--- config.mk ---
export PLATFORM = sky130hd
export DESIGN_NAME = exec_sequencer_flat
export DESIGN_NICKNAME = d
export VERILOG_FILES = /design/src/rtl/exec_seq_pkg.sv /design/src/rtl/exec_sequencer_if.sv /design/src/rtl/iterative_divider.sv /design/src/rtl/exec_sequencer.sv /design/src/flat_wrapper.sv
export SDC_FILE = /design/constraint.sdc
export NUM_CORES = 1
export LEC_CHECK = 0
export BUFFER_PORTS_ARGS = -buffer_cell sky130_fd_sc_hd__clkbuf_2
export CORE_AREA = 2 2 209 211
export DETAILED_ROUTE_END_ITERATION = 10
export DIE_AREA = 0 0 211 213
export SYNTH_ARGS = -nofsm -noshare
export SYNTH_HDL_FRONTEND = slang
export SYNTH_SLANG_ARGS = --single-unit
--- constraint.sdc ---
create_clock -name clk -period 3.5 [get_ports clk]
set_input_delay 0.35 -clock clk [delete_from_list [all_inputs] [get_ports clk]]
set_output_delay 0.35 -clock clk [all_outputs]
set_load 0.005 [all_outputs]
--- src/rtl/exec_seq_pkg.sv ---
// Shared types and constants for the Execute-stage issue/retire sequencer.
//   seqState_t : sequencer FSM states
//   ALU_*      : opcodes the sequencer recognises (only ALU_DIV changes routing)
//   N/Z/V/C    : bit positions inside the 4-bit flag vector {N,Z,V,C}
package exec_seq_pkg;

    typedef enum logic [1:0] {
        IDLE = 2'd0,
        EXEC = 2'd1,
        DIV  = 2'd2,
        HOLD = 2'd3
    } seqState_t;

    localparam logic [3:0] ALU_ADD  = 4'b0100;
    localparam logic [3:0] ALU_SUB  = 4'b0101;
    localparam logic [3:0] ALU_DIV  = 4'b0110;
    localparam logic [3:0] ALU_MUL  = 4'b0111;
    localparam logic [3:0] ALU_VADD = 4'b1100;
    localparam logic [3:0] ALU_VSUB = 4'b1101;

    localparam int unsigned N = 3;
    localparam int unsigned Z = 2;
    localparam int unsigned V = 1;
    localparam int unsigned C = 0;

    // Place individual flags at their architectural bit positions.
    function automatic logic [3:0] packFlags(input logic n, input logic z,
                                             input logic v, input logic c);
        logic [3:0] f;
        f    = 4'b0000;
        f[N] = n;
        f[Z] = z;
        f[V] = v;
        f[C] = c;
        return f;
    endfunction

endpackage

--- src/rtl/exec_sequencer_if.sv ---
// Decode-issue and writeback-retire channels of the Execute sequencer.
//   master : environment side (decode drives operands, writeback drives outReady)
//   slave  : sequencer side (drives inReady and the result channel)
interface exec_sequencer_if
    import exec_seq_pkg::*;
#(
    parameter int unsigned DATA_WIDTH  = 19,
    parameter int unsigned WIDTH       = 8,
    parameter int unsigned VECTOR_SIZE = 8,
    parameter int unsigned TAG_WIDTH   = 5
);
    logic                          inValid;
    logic                          inReady;
    logic [3:0]                    inAluControl;
    logic                          inUseInmediate;
    logic                          inUseScalarAlu;
    logic                          inIsScalarReg2;
    logic [DATA_WIDTH-1:0]         inScalarData1;
    logic [DATA_WIDTH-1:0]         inScalarData2;
    logic [DATA_WIDTH-1:0]         inScalarInmediate;
    logic [VECTOR_SIZE*WIDTH-1:0]  inVectorOperand1;
    logic [VECTOR_SIZE*WIDTH-1:0]  inVectorOperand2;
    logic [TAG_WIDTH-1:0]          inDestTag;

    logic                          outValid;
    logic                          outReady;
    logic [63:0]                   outData;
    logic [3:0]                    outFlags;
    logic [TAG_WIDTH-1:0]          outDestTag;

    modport master (
        output inValid, inAluControl, inUseInmediate, inUseScalarAlu, inIsScalarReg2,
               inScalarData1, inScalarData2, inScalarInmediate,
               inVectorOperand1, inVectorOperand2, inDestTag, outReady,
        input  inReady, outValid, outData, outFlags, outDestTag
    );

    modport slave (
        input  inValid, inAluControl, inUseInmediate, inUseScalarAlu, inIsScalarReg2,
               inScalarData1, inScalarData2, inScalarInmediate,
               inVectorOperand1, inVectorOperand2, inDestTag, outReady,
        output inReady, outValid, outData, outFlags, outDestTag
    );

endinterface

--- src/rtl/iterative_divider.sv ---
// Unsigned restoring divider, one quotient bit per clock.
//   start/abort         : load operands / cancel the running division
//   dividend/divisor    : sampled on start
//   done                : high in the cycle whose edge produces the final bit
//   quotient/remainder  : result of the current step (final when done)
//   divByZero           : divisor sampled on start was zero (no iteration runs)
module iterative_divider #(
    parameter int unsigned DATA_WIDTH = 19
) (
    input  logic                  clk,
    input  logic                  rst_n,
    input  logic                  start,
    input  logic                  abort,
    input  logic [DATA_WIDTH-1:0] dividend,
    input  logic [DATA_WIDTH-1:0] divisor,
    output logic                  done,
    output logic                  divByZero,
    output logic [DATA_WIDTH-1:0] quotient,
    output logic [DATA_WIDTH-1:0] remainder
);
    localparam int unsigned CNT_W = (DATA_WIDTH > 1) ? $clog2(DATA_WIDTH) : 1;

    logic                  active;
    logic [CNT_W-1:0]      count;
    logic [DATA_WIDTH-1:0] quoReg;
    logic [DATA_WIDTH-1:0] remReg;
    logic [DATA_WIDTH-1:0] divisorReg;
    logic                  dbzReg;

    logic [DATA_WIDTH:0]   remShift;
    logic                  fits;
    logic [DATA_WIDTH-1:0] remNext;
    logic [DATA_WIDTH-1:0] quoNext;

    // One restoring step: shift the next dividend bit in, subtract if it fits.
    always_comb begin
        remShift = {remReg, quoReg[DATA_WIDTH-1]};
        fits     = (remShift >= {1'b0, divisorReg});
        remNext  = fits ? DATA_WIDTH'(remShift - {1'b0, divisorReg})
                        : remShift[DATA_WIDTH-1:0];
        quoNext  = {quoReg[DATA_WIDTH-2:0], fits};
    end

    assign done      = active && (count == '0);
    assign quotient  = quoNext;
    assign remainder = remNext;
    assign divByZero = dbzReg;

    // Quotient bits are shifted into the low end of the dividend register.
    always_ff @(posedge clk) begin
        if (!rst_n || abort) begin
            active     <= 1'b0;
            count      <= '0;
            quoReg     <= '0;
            remReg     <= '0;
            divisorReg <= '0;
            dbzReg     <= 1'b0;
        end else if (start) begin
            active     <= (divisor != '0);
            count      <= CNT_W'(DATA_WIDTH - 1);
            quoReg     <= dividend;
            remReg     <= '0;
            divisorReg <= divisor;
            dbzReg     <= (divisor == '0);
        end else if (active) begin
            quoReg <= quoNext;
            remReg <= remNext;
            if (count == '0) begin
                active <= 1'b0;
            end else begin
                count <= count - CNT_W'(1);
            end
        end
    end

endmodule

--- src/rtl/exec_sequencer.sv ---
// Issue/retire controller in front of the vector Execute stage.
//   clk, rst_n     : clock, synchronous active-low reset
//   bus (slave)    : decode issue handshake and writeback result handshake
//   flush          : abort the in-flight operation
//   ex*            : registered operands driven to the combinational Execute datapath
//   exOut, exN..C  : Execute result and flags
//   busy           : sequencer not idle
module exec_sequencer
    import exec_seq_pkg::*;
#(
    parameter int unsigned DATA_WIDTH  = 19,
    parameter int unsigned WIDTH       = 8,
    parameter int unsigned VECTOR_SIZE = 8,
    parameter int unsigned TAG_WIDTH   = 5
) (
    input  logic                         clk,
    input  logic                         rst_n,
    exec_sequencer_if.slave              bus,
    input  logic                         flush,
    output logic [3:0]                   exAluControl,
    output logic                         exUseInmediate,
    output logic                         exUseScalarAlu,
    output logic                         exIsScalarReg2,
    output logic [DATA_WIDTH-1:0]        exScalarData1,
    output logic [DATA_WIDTH-1:0]        exScalarData2,
    output logic [DATA_WIDTH-1:0]        exScalarInmediate,
    output logic [VECTOR_SIZE*WIDTH-1:0] exVectorOperand1,
    output logic [VECTOR_SIZE*WIDTH-1:0] exVectorOperand2,
    input  logic [63:0]                  exOut,
    input  logic                         exN,
    input  logic                         exZ,
    input  logic                         exV,
    input  logic                         exC,
    output logic                         busy
);
    seqState_t             state;
    seqState_t             stateNext;
    logic                  accept;
    logic                  divStart;
    logic                  captureExec;
    logic                  captureDiv;
    logic                  captureDbz;
    logic                  retire;

    logic                  divDone;
    logic                  divByZero;
    logic [DATA_WIDTH-1:0] divQuotient;
    logic [DATA_WIDTH-1:0] unusedRemainder;
    logic [DATA_WIDTH-1:0] divDivisor;

    assign bus.inReady = (state == IDLE) && rst_n;
    assign busy        = (state != IDLE);

    // The divider loads at the accept edge, so it takes the operands straight
    // from decode; these are the same values the ex* registers capture.
    assign divDivisor = bus.inUseInmediate ? bus.inScalarInmediate : bus.inScalarData2;

    iterative_divider #(.DATA_WIDTH(DATA_WIDTH)) uDivider (
        .clk       (clk),
        .rst_n     (rst_n),
        .start     (divStart),
        .abort     (flush),
        .dividend  (bus.inScalarData1),
        .divisor   (divDivisor),
        .done      (divDone),
        .divByZero (divByZero),
        .quotient  (divQuotient),
        .remainder (unusedRemainder)
    );

    // State register.
    always_ff @(posedge clk) begin
        if (!rst_n) begin
            state <= IDLE;
        end else begin
            state <= stateNext;
        end
    end

    // Next-state and step strobes; flush overrides every handshake.
    always_comb begin
        stateNext   = state;
        accept      = 1'b0;
        divStart    = 1'b0;
        captureExec = 1'b0;
        captureDiv  = 1'b0;
        captureDbz  = 1'b0;
        retire      = 1'b0;
        if (flush) begin
            stateNext = IDLE;
        end else begin
            unique case (state)
                IDLE: begin
                    if (bus.inValid) begin
                        accept = 1'b1;
                        if (bus.inUseScalarAlu && (bus.inAluControl == ALU_DIV)) begin
                            divStart  = 1'b1;
                            stateNext = DIV;
                        end else begin
                            stateNext = EXEC;
                        end
                    end
                end
                EXEC: begin
                    captureExec = 1'b1;
                    stateNext   = HOLD;
                end
                DIV: begin
                    if (divByZero) begin
                        captureDbz = 1'b1;
                        stateNext  = HOLD;
                    end else if (divDone) begin
                        captureDiv = 1'b1;
                        stateNext  = HOLD;
                    end
                end
                HOLD: begin
                    if (bus.outReady) begin
                        retire    = 1'b1;
                        stateNext = IDLE;
                    end
                end
                default: stateNext = IDLE;
            endcase
        end
    end

    // Operand registers to Execute; they keep their value until the next accept.
    always_ff @(posedge clk) begin
        if (!rst_n) begin
            exAluControl      <= '0;
            exUseInmediate    <= 1'b0;
            exUseScalarAlu    <= 1'b0;
            exIsScalarReg2    <= 1'b0;
            exScalarData1     <= '0;
            exScalarData2     <= '0;
            exScalarInmediate <= '0;
            exVectorOperand1  <= '0;
            exVectorOperand2  <= '0;
        end else if (accept) begin
            exAluControl      <= bus.inAluControl;
            exUseInmediate    <= bus.inUseInmediate;
            exUseScalarAlu    <= bus.inUseScalarAlu;
            exIsScalarReg2    <= bus.inIsScalarReg2;
            exScalarData1     <= bus.inScalarData1;
            exScalarData2     <= bus.inScalarData2;
            exScalarInmediate <= bus.inScalarInmediate;
            exVectorOperand1  <= bus.inVectorOperand1;
            exVectorOperand2  <= bus.inVectorOperand2;
        end
    end

    // Result channel; Execute's result is passed through untouched.
    always_ff @(posedge clk) begin
        if (!rst_n) begin
            bus.outValid   <= 1'b0;
            bus.outData    <= '0;
            bus.outFlags   <= '0;
            bus.outDestTag <= '0;
        end else begin
            if (accept) begin
                bus.outDestTag <= bus.inDestTag;
            end
            if (captureExec) begin
                bus.outData  <= exOut;
                bus.outFlags <= packFlags(exN, exZ, exV, exC);
                bus.outValid <= 1'b1;
            end else if (captureDbz) begin
                bus.outData  <= 64'({DATA_WIDTH{1'b1}});
                bus.outFlags <= packFlags(1'b0, 1'b0, 1'b1, 1'b0);
                bus.outValid <= 1'b1;
            end else if (captureDiv) begin
                bus.outData  <= 64'(divQuotient);
                bus.outFlags <= packFlags(1'b0, (divQuotient == '0), 1'b0, 1'b0);
                bus.outValid <= 1'b1;
            end else if (retire || flush) begin
                bus.outValid <= 1'b0;
            end
        end
    end

endmodule
--- src/flat_wrapper.sv ---
// flat-port wrapper written by rule: the top's interface ports become plain ports
module exec_sequencer_flat import exec_seq_pkg::*;
#(
    parameter int unsigned DATA_WIDTH  = 19,
    parameter int unsigned WIDTH       = 8,
    parameter int unsigned VECTOR_SIZE = 8,
    parameter int unsigned TAG_WIDTH   = 5
)
  (clk, rst_n, flush, exAluControl, exUseInmediate, exUseScalarAlu, exIsScalarReg2, exScalarData1, exScalarData2, exScalarInmediate, exVectorOperand1, exVectorOperand2, exOut, exN, exZ, exV, exC, busy, bus_inValid, bus_inAluControl, bus_inUseInmediate, bus_inUseScalarAlu, bus_inIsScalarReg2, bus_inScalarData1, bus_inScalarData2, bus_inScalarInmediate, bus_inVectorOperand1, bus_inVectorOperand2, bus_inDestTag, bus_outReady, bus_inReady, bus_outValid, bus_outData, bus_outFlags, bus_outDestTag);
  exec_sequencer_if #(.DATA_WIDTH(DATA_WIDTH), .WIDTH(WIDTH), .VECTOR_SIZE(VECTOR_SIZE), .TAG_WIDTH(TAG_WIDTH)) bus_i ();
  input  logic clk;
  input  logic rst_n;
  input  logic flush;
  output logic [3:0] exAluControl;
  output logic exUseInmediate;
  output logic exUseScalarAlu;
  output logic exIsScalarReg2;
  output logic [DATA_WIDTH-1:0] exScalarData1;
  output logic [DATA_WIDTH-1:0] exScalarData2;
  output logic [DATA_WIDTH-1:0] exScalarInmediate;
  output logic [VECTOR_SIZE*WIDTH-1:0] exVectorOperand1;
  output logic [VECTOR_SIZE*WIDTH-1:0] exVectorOperand2;
  input  logic [63:0] exOut;
  input  logic exN;
  input  logic exZ;
  input  logic exV;
  input  logic exC;
  output logic busy;
  input wire logic [$bits(bus_i.inValid)-1:0] bus_inValid;
  input wire logic [$bits(bus_i.inAluControl)-1:0] bus_inAluControl;
  input wire logic [$bits(bus_i.inUseInmediate)-1:0] bus_inUseInmediate;
  input wire logic [$bits(bus_i.inUseScalarAlu)-1:0] bus_inUseScalarAlu;
  input wire logic [$bits(bus_i.inIsScalarReg2)-1:0] bus_inIsScalarReg2;
  input wire logic [$bits(bus_i.inScalarData1)-1:0] bus_inScalarData1;
  input wire logic [$bits(bus_i.inScalarData2)-1:0] bus_inScalarData2;
  input wire logic [$bits(bus_i.inScalarInmediate)-1:0] bus_inScalarInmediate;
  input wire logic [$bits(bus_i.inVectorOperand1)-1:0] bus_inVectorOperand1;
  input wire logic [$bits(bus_i.inVectorOperand2)-1:0] bus_inVectorOperand2;
  input wire logic [$bits(bus_i.inDestTag)-1:0] bus_inDestTag;
  input wire logic [$bits(bus_i.outReady)-1:0] bus_outReady;
  output wire logic [$bits(bus_i.inReady)-1:0] bus_inReady;
  output wire logic [$bits(bus_i.outValid)-1:0] bus_outValid;
  output wire logic [$bits(bus_i.outData)-1:0] bus_outData;
  output wire logic [$bits(bus_i.outFlags)-1:0] bus_outFlags;
  output wire logic [$bits(bus_i.outDestTag)-1:0] bus_outDestTag;
  assign bus_i.inValid = bus_inValid;
  assign bus_i.inAluControl = bus_inAluControl;
  assign bus_i.inUseInmediate = bus_inUseInmediate;
  assign bus_i.inUseScalarAlu = bus_inUseScalarAlu;
  assign bus_i.inIsScalarReg2 = bus_inIsScalarReg2;
  assign bus_i.inScalarData1 = bus_inScalarData1;
  assign bus_i.inScalarData2 = bus_inScalarData2;
  assign bus_i.inScalarInmediate = bus_inScalarInmediate;
  assign bus_i.inVectorOperand1 = bus_inVectorOperand1;
  assign bus_i.inVectorOperand2 = bus_inVectorOperand2;
  assign bus_i.inDestTag = bus_inDestTag;
  assign bus_i.outReady = bus_outReady;
  assign bus_inReady = bus_i.inReady;
  assign bus_outValid = bus_i.outValid;
  assign bus_outData = bus_i.outData;
  assign bus_outFlags = bus_i.outFlags;
  assign bus_outDestTag = bus_i.outDestTag;
  exec_sequencer #(.DATA_WIDTH(DATA_WIDTH), .WIDTH(WIDTH), .VECTOR_SIZE(VECTOR_SIZE), .TAG_WIDTH(TAG_WIDTH)) u_core (.clk(clk), .rst_n(rst_n), .bus(bus_i), .flush(flush), .exAluControl(exAluControl), .exUseInmediate(exUseInmediate), .exUseScalarAlu(exUseScalarAlu), .exIsScalarReg2(exIsScalarReg2), .exScalarData1(exScalarData1), .exScalarData2(exScalarData2), .exScalarInmediate(exScalarInmediate), .exVectorOperand1(exVectorOperand1), .exVectorOperand2(exVectorOperand2), .exOut(exOut), .exN(exN), .exZ(exZ), .exV(exV), .exC(exC), .busy(busy));
endmodule
; Yosys cells after proc, flatten, opt, wreduce, memory -nomap -nowiden
; Index checks and enable logic that the tools add are counted.
; Widths: inputs -> output; s select.
[totals]
inputBits = 270
ff_bits = 332
output_inout_bits = 268
elab_cells = 99
[classes]
bitwise_logic = 2
magnitude_cmp = 1
addsub = 2
eq_ne = 8
n_mux = 45
reduce_logical = 20
[ops]
columns = op, count
row1 = $mux 64, 3
row2 = $mux 19, 4
row3 = $logic_not 19->1, 2
row4 = $mux 1, 26
row5 = $ge 20x19->1, 1
row6 = $reduce_bool 19->1, 1
row7 = $sub 19x19->19, 1
row8 = $mux 5, 3
row9 = $mux 4, 3
row10 = $mux 2, 5
row11 = $pmux 2 s4, 1
row12 = $logic_not 5->1, 1
row13 = $sub 5x1->5 const B, 1
row14 = $eq 2x2->1 const B, 2
row15 = $eq 4x3->1 const B, 1
row16 = $ne 2x2->1 const B, 2
row17 = $reduce_and 2->1, 2
row18 = $reduce_bool 2->1, 2
row19 = $reduce_bool 4->1, 1
row20 = $reduce_or 2->1, 2
row21 = $logic_and 1x1->1, 3
row22 = $ne 3x2->1 const B, 1
row23 = $reduce_and 3->1, 1
row24 = $reduce_bool 3->1, 1
row25 = other kinds (6), 8

; Logic depth before layout (Yosys ltp)
[depth]
depth_word = 9
mapped_depth = 11
depth_no_buf = 10

; Cells and area by module
; A second synthesis with hierarchy kept.
[unflattened]
cells_unflattened = 1724
area_unflattened_um2 = 13847.0
[by_module_without_submodules]
columns = mod, instances, seq_area_each_um2, cells_per_inst, area_each_um2
row1 = exec_sequencer, 1, 5365.1, 1194, 9691.8
row2 = iterative_divider, 1, 1281.2, 530, 4155.2

; Worst setup path before layout
; OpenSTA, ideal clock, no wires.
[synth_path]
kind = register -> register
startpoint = register u_core.uDivider.quoReg[18]
endpoint = register u_core.uDivider.remReg[1]
path_slack_ns = 1.152
setup_time_ns = 0.062
synth_period_minus_slack_ns = 2.348
stages_incl_launch_ff = 11
path_buffers = 0
arrival_ns = 2.285
required_time_ns = 3.438
cell_sequence = dfxtp_1 inv_1 ha_1 fa_1 nor2b_1 o31a_1 o211ai_1 o21bai_2 a21boi_4 or4_1 nand3_1
[synth_via]
elab_chain_len = 2
word_cells_on_any_way = 3
cone_classes = add/sub (1) / order compare (1) / mux (1)
[synth_rtl]
columns = element, line
row1 = from (decl), iterative_divider.sv:25  ; logic [DATA_WIDTH-1:0] quoReg;
row2 = from (signal assigned), iterative_divider.sv:61  ; quoReg <= dividend;
row3 = from (signal assigned), iterative_divider.sv:66  ; quoReg <= quoNext;
row4 = $sub 19x19->19 or $ge 20x19->1 (tied branches), "iterative_divider.sv:39, iterative_divider.sv:38"
row5 = $mux 19 (*), iterative_divider.sv:39  ; remNext = fits ? DATA_WIDTH'(remShift - {1'b0, divisorReg})
row6 = to (signal assigned), iterative_divider.sv:67  ; remReg <= remNext;
row7 = to (decl), iterative_divider.sv:26  ; logic [DATA_WIDTH-1:0] remReg;
; Every way passes the cells marked *; elsewhere a longest branch is shown, timed or not.
; A chain may end at the register's enable or synchronous reset.

; Worst setup path in the final report
[layout_path]
startpoint = register u_core.uDivider.divisorReg[7]
endpoint = register u_core.uDivider.remReg[0]
[layout_via]
elab_chain_len = 2
[layout_rtl]
columns = element, line
row1 = from (decl), iterative_divider.sv:27  ; logic [DATA_WIDTH-1:0] divisorReg;
row2 = from (signal assigned), iterative_divider.sv:63  ; divisorReg <= divisor;
row3 = $ge 20x19->1, iterative_divider.sv:38  ; fits = (remShift >= {1'b0, divisorReg});
row4 = $mux 19, iterative_divider.sv:39
; No other way between the ends.

==> reports/results.ini <==
[detailed_routing]
drtIter0Drc = 1036
viasPerCell = 4.91
vias = 13300
drtAntennaViolNets = 0
post_drt_wl_per_cell_um = 18.0
drc = 0
first_pass_iters = 5
wl_um = 49000

[sta]
fin_setup_tns_ns = 0
relSlewSlack_pct = 21.0
finalHoldViolations = 0
period_needed_ns = 2.85
maxSlewViolCount = 0
rsz0062_at_grt = no
tightest_slew_ns = 1.18
clock_skew_ns = 0.0279
timing.fmax_mhz = 350
finalCritPeriodShare_pct = 81.6
setup_viol = 0

[global_route]
grt_pass1_wl_um = 72400
grt_overflow_total = 0
grt_max_degree = 246
antenna_found_initial = 5
globalRouteTotalUtil_pct = 20.6
first_global_vias = 12700

[synth]
synth_top_area_share_pct = 47.5
ys_types = 60
yosysTopAreaCell = dfxtp_1
synth_area_sq_um = 14000
ys_top_cells_by_count = nand2_1 (448), dfxtp_1 (332), a21boi_0 (215)
syn_nets = 1941
synth.most_common_cell = nand2_1
synth_ff_type = dfxtp_1
synth-edff-count = 0
async_flop_share_pct = 0
synth_cells = 1644
syn_avg_cell_area_sq_um = 8.50
ys_ff_latch = 332
yosysSeqAreaShare_pct = 47.5
ys_top_cells_by_area = dfxtp_1 (48%), nand2_1 (12%), a21boi_0 (12%)
ys_warn_count = 0

[hold_path]
min_path_type = input port to register

[layout]
nFillCells = 4274
final_nets = 2432
layout-drive-gt1-share_pct = 28.9
fin_cells = 2714
fin_area_sq_um = 18600
area_growth_pct = 33.1

[status]
outcome = finished, final reports clean

[placed_design]
dp_cells = 2614
gp_congestion = 0.859
place.detailed.hpwl_um = 35000
numPortBuffers = 537
dpl-instance-area_sq_um = 17000

[setup_path]
required_ns = 3.91
critPathLaunchType = register
max_stage_delay_ns = 0.62
endpoint_kind = register
crit_type = register to register
crit_chain = inv_1, ha_1, a2111o_1, o211ai_1, o21bai_2, a21boi_4, mux2i_1, o31ai_1
critical-path-top-delay-family = compound AO/OA/AOI/OAI gates
path_max_fanout = 24
cpMaxStageDelayCell = a21boi_4
cp_num_buf_inv = 1
arrival_ns = 3.27

[flow_run]
drv_cap = 0

[clock_tree]
htree_levels = 2
clock_sinks = 332
cts_made_buffers = 40
root_buffer = clkbuf_16
clockBufferDepth = 3
post_cts_buffers = 0
tritoncts = done
path_clk_slew_ns = 0.06
clk-insertion-delay-late_ns = 0.56

[floorplan]
core-area_sq_um = 42700
die_area_sq_um = 44900
placementRows = 76
start_util_pct = 32.7
die_x_um = 211
chipHeight_um = 213
io-pin-count = 538

[power_and_ir_drop]
p_total_w = 0.00896
ir_worst_vdd_v = 0.000433
p_per_area_nw_per_um2 = 482
leakagePower_nw = 7.84

-- registers in the layout (all words and copies together), names as in the netlist, 4 cells and up --
| register | count |
|---|---|
| u_core.exScalarInmediate | 19 |
| u_core.uDivider.quoReg | 19 |
| u_core.exVectorOperand1 | 64 |
| u_core.uDivider.count | 5 |
| u_core.exAluControl | 4 |
| u_core.bus.outFlags | 4 |
| u_core.exScalarData1 | 19 |
| u_core.uDivider.divisorReg | 19 |
| u_core.bus.outData | 64 |
| u_core.exScalarData2 | 19 |
| u_core.uDivider.remReg | 19 |
| u_core.exVectorOperand2 | 64 |
| u_core.bus.outDestTag | 5 |
-- cell usage in the layout, fill, tap and decap left out, drive strengths merged, types with 26 or more instances in the layout --
cell type	synthesis	final
clkbuf	114	594
nand2	448	448
dfxtp	332	332
a21boi	219	219
nor2	72	72
nor2b	53	53
a22oi	47	47
mux2i	42	42
a211oi	38	38
inv	31	31
a21oi	30	30
o21ai	30	30
ha	26	26
-- metal layers --
metal  global-route usage [%]  vias to the layer above  part of all wire, %
met5                        0                        -                0.016
met4                     8.21                        2                  3.4
met3                     5.74                       94                  7.0
met2                     34.3                      434                   48
met1                     25.1                     6203                   41
li1                         -                     6601                    -
-- power by group --
group / internal [W] / total (W) / switching, W
clock: 0.00241 / 0.00411 / 0.00170
sequential: 0.00392 / 0.00399 / 0.0000724
combinational: 0.000382 / 0.000868 / 0.000486
-- final timing paths --
path	start	end	slack (ns)	cells after the start
max	u_core.uDivider.divisorReg[7]	u_core.uDivider.remReg[0]	0.65	8
min	bus_inVectorOperand1[45]	u_core.exVectorOperand1[45]	0.03	3
max reg2reg	u_core.uDivider.divisorReg[7]	u_core.uDivider.remReg[0]	0.65	8
min reg2reg	u_core.exScalarInmediate[10]	u_core.exScalarInmediate[10]	0.46	2
-- logic make-up (layout without fill, tap and decap cells) --
| group | count (synthesis) | in the layout | synth area share [%] |
|---|---|---|---|
| buffers and inverters | 153 | 674 | 4.14 |
| AND/OR/NAND/NOR | 649 | 649 | 19.7 |
| adder cells (fa/ha/maj) | 27 | 27 | 2.47 |
| flip-flops | 332 | 332 | 47.5 |
| multiplexers | 42 | 42 | 3.01 |
| other | 0 | 3 | 0 |
| XOR/XNOR | 14 | 14 | 0.877 |
| AO/OA/AOI/OAI | 427 | 427 | 22.3 |
-- final cells by class --
class | count | area (sq um) | share of cell area (%)
Antenna cell | 3 | 7.51 | 0.0403
Clock inverter | 14 | 92.6 | 0.498
Tap cell | 546 | 683 | 3.67
Multi-Input combinational cell | 1159 | 6790 | 36.5
Timing Repair Buffer | 571 | 3060 | 16.5
Inverter | 31 | 116 | 0.625
Clock buffer | 58 | 1210 | 6.51
Sequential cell | 332 | 6650 | 35.7
-- per-stage QoR --
step                util (%)  worst slack [ns]  hold WS, ns
floorplan                  -              1.15        0.451
global placement        39.9             0.769        0.451
detailed placement      39.9             0.656        0.459
CTS                     43.6             0.648     0.000103
global route            43.6             0.398       0.0190
finish                  43.6             0.645       0.0265
-- what timing repair did --
action | CTS | global route
hold buffers | 25 | 0
endpoints found under the hold margin | 25 | 0
gates resized for setup | 0 | 0
-- tightest hold or removal path, stage by stage --
cell	delay, ns
clkbuf_2	0.08
nand2_1	0.04
a21boi_0	0.06
Power figures use the tool's default switching activity.
